[src/rtl/sha_256_msg_schedule.sv]
// sha_256_msg_schedule
//   Streams the 64 SHA-256 message-schedule words W[0..63] for one 512-bit block.
//   A 16-word sliding window holds W[t..t+15]. Each accepted word shifts the window
//   and appends W[t+16] from a single sigma0/sigma1/adder datapath.
//
// Ports
//   clk       clock
//   rstn      asynchronous active-low reset
//   start     one-cycle pulse: load block_in and begin a schedule (ignored while busy)
//   block_in  512-bit message block, sampled only on an accepted start
//   w_ready   consumer accepts w_out this cycle
//   w_valid   w_out holds a valid schedule word
//   w_out     current schedule word W[w_idx]
//   w_idx     index t of w_out, 0..63
//   w_last    high with w_valid while w_idx == 63
//   busy      high while a schedule is being streamed
//   done      one-cycle pulse after W[63] is transferred
//
// Configuration macro
//   SHA_SCHED_BYTE_SWAP_EN  when defined, word j is built little-endian-by-address from
//                           block_in so that byte address 0 becomes the MSB of W[0].
//                           When undefined, word j = block_in[511-32j -: 32].

module sha_256_msg_schedule #(
  parameter int unsigned WORD_W    = 32,
  parameter int unsigned NUM_WORDS = 64
) (
  input  logic         clk,
  input  logic         rstn,
  input  logic         start,
  input  logic [511:0] block_in,
  input  logic         w_ready,
  output logic         w_valid,
  output logic [31:0]  w_out,
  output logic [5:0]   w_idx,
  output logic         w_last,
  output logic         busy,
  output logic         done
);

  if (WORD_W != 32 || NUM_WORDS != 64) begin : g_bad_param
    $error("sha_256_msg_schedule: WORD_W must be 32 and NUM_WORDS must be 64");
  end

  localparam logic [5:0] LastIdx = 6'd63;

  typedef enum logic {StIdle, StRun} state_e;

  state_e              r_state, w_state_d;
  logic [15:0][31:0]   r_window, w_window_d;
  logic [5:0]          r_idx, w_idx_d;
  logic                r_done, w_done_d;
  logic [31:0]         w_next_word;

  function automatic logic [31:0] rotr(input logic [31:0] x, input int unsigned n);
    return (x >> n) | (x << (32 - n));
  endfunction

  function automatic logic [31:0] sigma0(input logic [31:0] x);
    return rotr(x, 7) ^ rotr(x, 18) ^ (x >> 3);
  endfunction

  function automatic logic [31:0] sigma1(input logic [31:0] x);
    return rotr(x, 17) ^ rotr(x, 19) ^ (x >> 10);
  endfunction

  function automatic logic [31:0] load_word(input logic [511:0] blk, input int unsigned j);
`ifdef SHA_SCHED_BYTE_SWAP_EN
    return {blk[32*j +: 8], blk[32*j+8 +: 8], blk[32*j+16 +: 8], blk[32*j+24 +: 8]};
`else
    return blk[511-32*j -: 32];
`endif
  endfunction

  // W[t+16] = sigma1(W[t+14]) + W[t+9] + sigma0(W[t+1]) + W[t], window[0] holding W[t]
  assign w_next_word = sigma1(r_window[14]) + r_window[9] + sigma0(r_window[1]) + r_window[0];

  always_comb begin
    w_state_d  = r_state;
    w_window_d = r_window;
    w_idx_d    = r_idx;
    w_done_d   = 1'b0;
    unique case (r_state)
      StIdle: begin
        if (start) begin
          for (int j = 0; j < 16; j++) begin
            w_window_d[j] = load_word(block_in, j);
          end
          w_idx_d   = '0;
          w_state_d = StRun;
        end
      end
      StRun: begin
        if (w_ready) begin
          if (r_idx == LastIdx) begin
            // Window contents past W[63] are never emitted, so leave them as they are.
            w_idx_d   = '0;
            w_done_d  = 1'b1;
            w_state_d = StIdle;
          end else begin
            for (int i = 0; i < 15; i++) begin
              w_window_d[i] = r_window[i+1];
            end
            w_window_d[15] = w_next_word;
            w_idx_d        = r_idx + 6'd1;
          end
        end
      end
      default: w_state_d = StIdle;
    endcase
  end

  always_ff @(posedge clk or negedge rstn) begin
    if (!rstn) begin
      r_state  <= StIdle;
      r_window <= '0;
      r_idx    <= '0;
      r_done   <= 1'b0;
    end else begin
      r_state  <= w_state_d;
      r_window <= w_window_d;
      r_idx    <= w_idx_d;
      r_done   <= w_done_d;
    end
  end

  // All outputs derive from registers only; no path from w_ready to w_valid.
  assign w_valid = (r_state == StRun);
  assign busy    = w_valid;
  assign w_out   = w_valid ? r_window[0] : '0;
  assign w_idx   = r_idx;
  assign w_last  = w_valid && (r_idx == LastIdx);
  assign done    = r_done;

endmodule

[config.mk]
export PLATFORM = sky130hd
export DESIGN_NAME = sha_256_msg_schedule
export DESIGN_NICKNAME = d
export VERILOG_FILES = /design/src/rtl/sha_256_msg_schedule.sv
export SDC_FILE = /design/constraint.sdc
export NUM_CORES = 1
export LEC_CHECK = 0
export CORE_UTILIZATION = 25
export DETAILED_ROUTE_END_ITERATION = 6
export PLACE_DENSITY = 0.49
export SLEW_MARGIN = 20
export SYNTH_ARGS = -nofsm -noshare
export SYNTH_HDL_FRONTEND = slang
export SYNTH_SLANG_ARGS = --single-unit
[constraint.sdc]
create_clock -name clk -period 5.5 [get_ports clk]
set_clock_uncertainty 0.1 [all_clocks]
set_input_delay 0.825 -clock clk [delete_from_list [all_inputs] [get_ports clk]]
set_output_delay 0.825 -clock clk [all_outputs]
set_load 0.02 [all_outputs]
==> impl_metrics.json <==
{
  "crit_slowest_cell": "fa_1",
  "postCtsHoldBufs": 0,
  "fillers": 11700,
  "finalSetupViolCount": 0,
  "clock_sinks": 520,
  "arrival_ns": 4.89,
  "hold_path_class": "input pin to async pin",
  "r2r_slack_ns": 1.09,
  "io_buffers": 557,
  "gp_congestion": 0.878,
  "max_freq_ghz": 0.227,
  "ys_seq_elements": 520,
  "cts_buffers": 69,
  "path_max_fanout": 5,
  "start_kind": "register",
  "clk_latency_ns": 0.66,
  "num_rows": 123,
  "syn_area_um2": 28300,
  "final_nets": 3937,
  "synth_nets": 3502,
  "grt_overflow": 0,
  "worstPathCellList": "xor2_1 -> xnor2_1 -> fa_1 -> fa_1 -> inv_1 -> ha_1 -> inv_1 -> fa_1 -> nor2b_1 -> o31a_1 -> o31ai_2 -> a211oi_2 -> o311ai_1 -> or4_1 -> nand3_1",
  "fin_setup_tns_ns": 0,
  "required_ns": 5.98,
  "synthArstFlopShare_pct": 100,
  "antenna_found_initial": 38,
  "grt_usage_pct": 20.5,
  "r2r_cells": 15,
  "max_slew_margin_pct": 31.9,
  "cts_tree": "yes",
  "syn-instance-count": 2892,
  "r2r-start": "r_window[468]$_DFFE_PN0P_",
  "critPathMaxStageDelay_ns": 0.48,
  "drt-initial-drc-count": 1436,
  "postRouteAntennaNets": 0,
  "outcome": "completed",
  "wire_per_inst_um": 24.3,
  "grt_pass1_wl_mm": 167,
  "clockBufferDepth": 3,
  "rsz0062_at_grt": "false",
  "grt_pass1_vias": 22500,
  "slew_viol_final": 0,
  "core_um2": 112000,
  "path_clk_slew_ns": 0.06,
  "root_buffer": "clkbuf_16",
  "synth_ff_type": "dfrtp_1",
  "initial_core_util_pct": 25.2,
  "power_density_nw_per_um2": 611,
  "post-route-min-period_ns": 4.41,
  "vias_per_cell": 4.48,
  "die_area_um2": 114000,
  "synth_edf_count": 0,
  "die_w_um": 338,
  "syn_area_per_cell_um2": 9.78,
  "r2r_end": "r_window[505]$_DFFE_PN0P_",
  "finalHoldViolations": 0,
  "end_kind": "register",
  "syn_to_final_growth_pct": 32.6,
  "finalCritPeriodShare_pct": 80.3,
  "io_pins": 558,
  "hpwlAfterDp_mm": 92.9,
  "fin_ws_ns": 1.09,
  "tightest_slew_ns": 1.02,
  "place_ws_ns": 1.14,
  "firstDrtPassIters": 5,
  "critPathBufInv": 2,
  "ys_seq_area_share_pct": 46.0,
  "drive_gt1_share_pct": 4.44,
  "finalWirelength_mm": 119,
  "ir_worst_vdd_v": 0.000385,
  "vias": 21900,
  "cp_top_family": "adder cells",
  "grt_max_degree": 215,
  "post_cts_buffers": 0,
  "criticalPathCategory": "register to register",
  "yosysWarnings": 0,
  "remaining_drc_errors": 0,
  "cpMostUsedCell": "fa_1",
  "ys_types": 60,
  "ctsResizeCount": 0,
  "p_leak_nw": 18.8,
  "maxCapViolCount": 0,
  "htreeDepth": 3,
  "chipHeight_um": 338
}
==> registers in the layout, summed over array words and instances (netlist names) <==
name / count
busy: 1
done: 1
r_window: 512
w_idx: 6
==> how the worst max path moves through the flow <==
stage | start | endpoint | cells past startpoint
6_report | r_window[468]$_DFFE_PN0P_ | r_window[505]$_DFFE_PN0P_ | 15
5_1_grt | r_window[468]$_DFFE_PN0P_ | r_window[505]$_DFFE_PN0P_ | 15
4_1_cts | r_window[468]$_DFFE_PN0P_ | r_window[505]$_DFFE_PN0P_ | 15
3_5_place_dp | r_window[469]$_DFFE_PN0P_ | r_window[502]$_DFFE_PN0P_ | 13
3_3_place_gp | r_window[469]$_DFFE_PN0P_ | r_window[506]$_DFFE_PN0P_ | 13
2_1_floorplan | r_window[466]$_DFFE_PN0P_ | r_window[505]$_DFFE_PN0P_ | 16
==> cells in the final DEF, fill, tap and decap left out, drive strengths merged, types with 4 or more instances in the layout <==
cell | synthesis | final
mux2i | 490 | 490
and3 | 18 | 18
clkdlybuf4s50 | 0 | 556
or4 | 5 | 5
dfrtp | 520 | 520
nor3 | 8 | 8
inv | 129 | 132
xor2 | 56 | 56
a31oi | 6 | 6
buf | 72 | 29
o22ai | 7 | 7
nand3 | 10 | 10
nor2b | 5 | 5
a21o | 11 | 11
nand2 | 529 | 529
fa | 62 | 62
o21ai | 518 | 518
o2111ai | 4 | 4
o21a | 5 | 5
xnor2 | 86 | 86
nor2 | 62 | 62
and2 | 8 | 8
ha | 32 | 32
a211oi | 8 | 8
diode | 0 | 12
clkbuf | 149 | 110
nand4 | 11 | 11
clkinv | 0 | 9
a21oi | 48 | 48
==> synthesized netlist by cell type, types with 16 or more instances <==
cell	instances	area share [%]
dfrtp_1	520	46
ha_1	32	1.4
o21ai_0	517	9.1
nand2_1	528	7.0
and3_1	16	0.35
xnor2_1	86	2.7
fa_1	62	4.4
clkbuf_1	149	2.0
buf_2	64	1.1
nor2_1	62	0.82
mux2i_1	490	17
inv_1	129	1.7
a21oi_1	46	0.81
xor2_1	56	1.7
==> per-stage QoR <==
step	cells	area [um2]	utilization (%)	power, mW	hold WS, ns
after floorplan	2892	28300	-	13.8	0.350
after global placement	4756	35200	31.3	18.3	0.360
after detailed placement	4756	35200	31.3	18.4	0.370
after CTS	4881	37500	33.4	23.2	0.0981
after global routing	4891	37500	33.4	24.7	0.108
final	4893	37500	33.4	22.9	0.0490
==> layer usage <==
| layer | part of all wire [%] | GRT usage, % |
|---|---|---|
| met4 | 1.6 | 5.10 |
| met3 | 7.3 | 6.38 |
| met1 | 45 | 27.1 |
| met2 | 46 | 32.3 |
| met5 | 0.19 | 0 |
==> final cells by class <==
type | instances | area [um2] | share of cell area, %
multi-input combinational | 2022 | 13900 | 37.0
sequential | 520 | 13000 | 34.7
timing repair buffer | 585 | 5930 | 15.8
clock buffer | 110 | 2130 | 5.69
tap | 1500 | 1880 | 5.00
inverter | 129 | 484 | 1.29
clock inverter | 15 | 176 | 0.470
antenna | 12 | 30.0 | 0.0801
==> where the power goes <==
group,internal [mW],total (mW),switching [mW]
logic,4.90,12.3,7.43
registers,4.86,5.94,1.08
clock network,2.80,4.66,1.86
==> logic make-up after synthesis <==
logic type / Yosys count / synth area share, %
AOI/OAI and AO/OA: 628 / 11.9
xor gates and xnor gates: 142 / 4.40
adders and majority gates: 94 / 5.80
buffers and inverters: 350 / 4.97
DFF: 520 / 46.0
muxes: 490 / 17.3
and+or+nand+nor: 668 / 9.57
==> worst reg2reg max path, cell delays in order, from the launching register on <==
cell	delay, ns
dfrtp_1	0.45
xor2_1	0.20
xnor2_1	0.24
fa_1	0.48
fa_1	0.44
inv_1	0.07
ha_1	0.15
inv_1	0.06
fa_1	0.43
nor2b_1	0.20
o31a_1	0.30
o31ai_2	0.12
a211oi_2	0.30
o311ai_1	0.25
or4_1	0.44
nand3_1	0.10
Power figures use the tool's default switching activity.
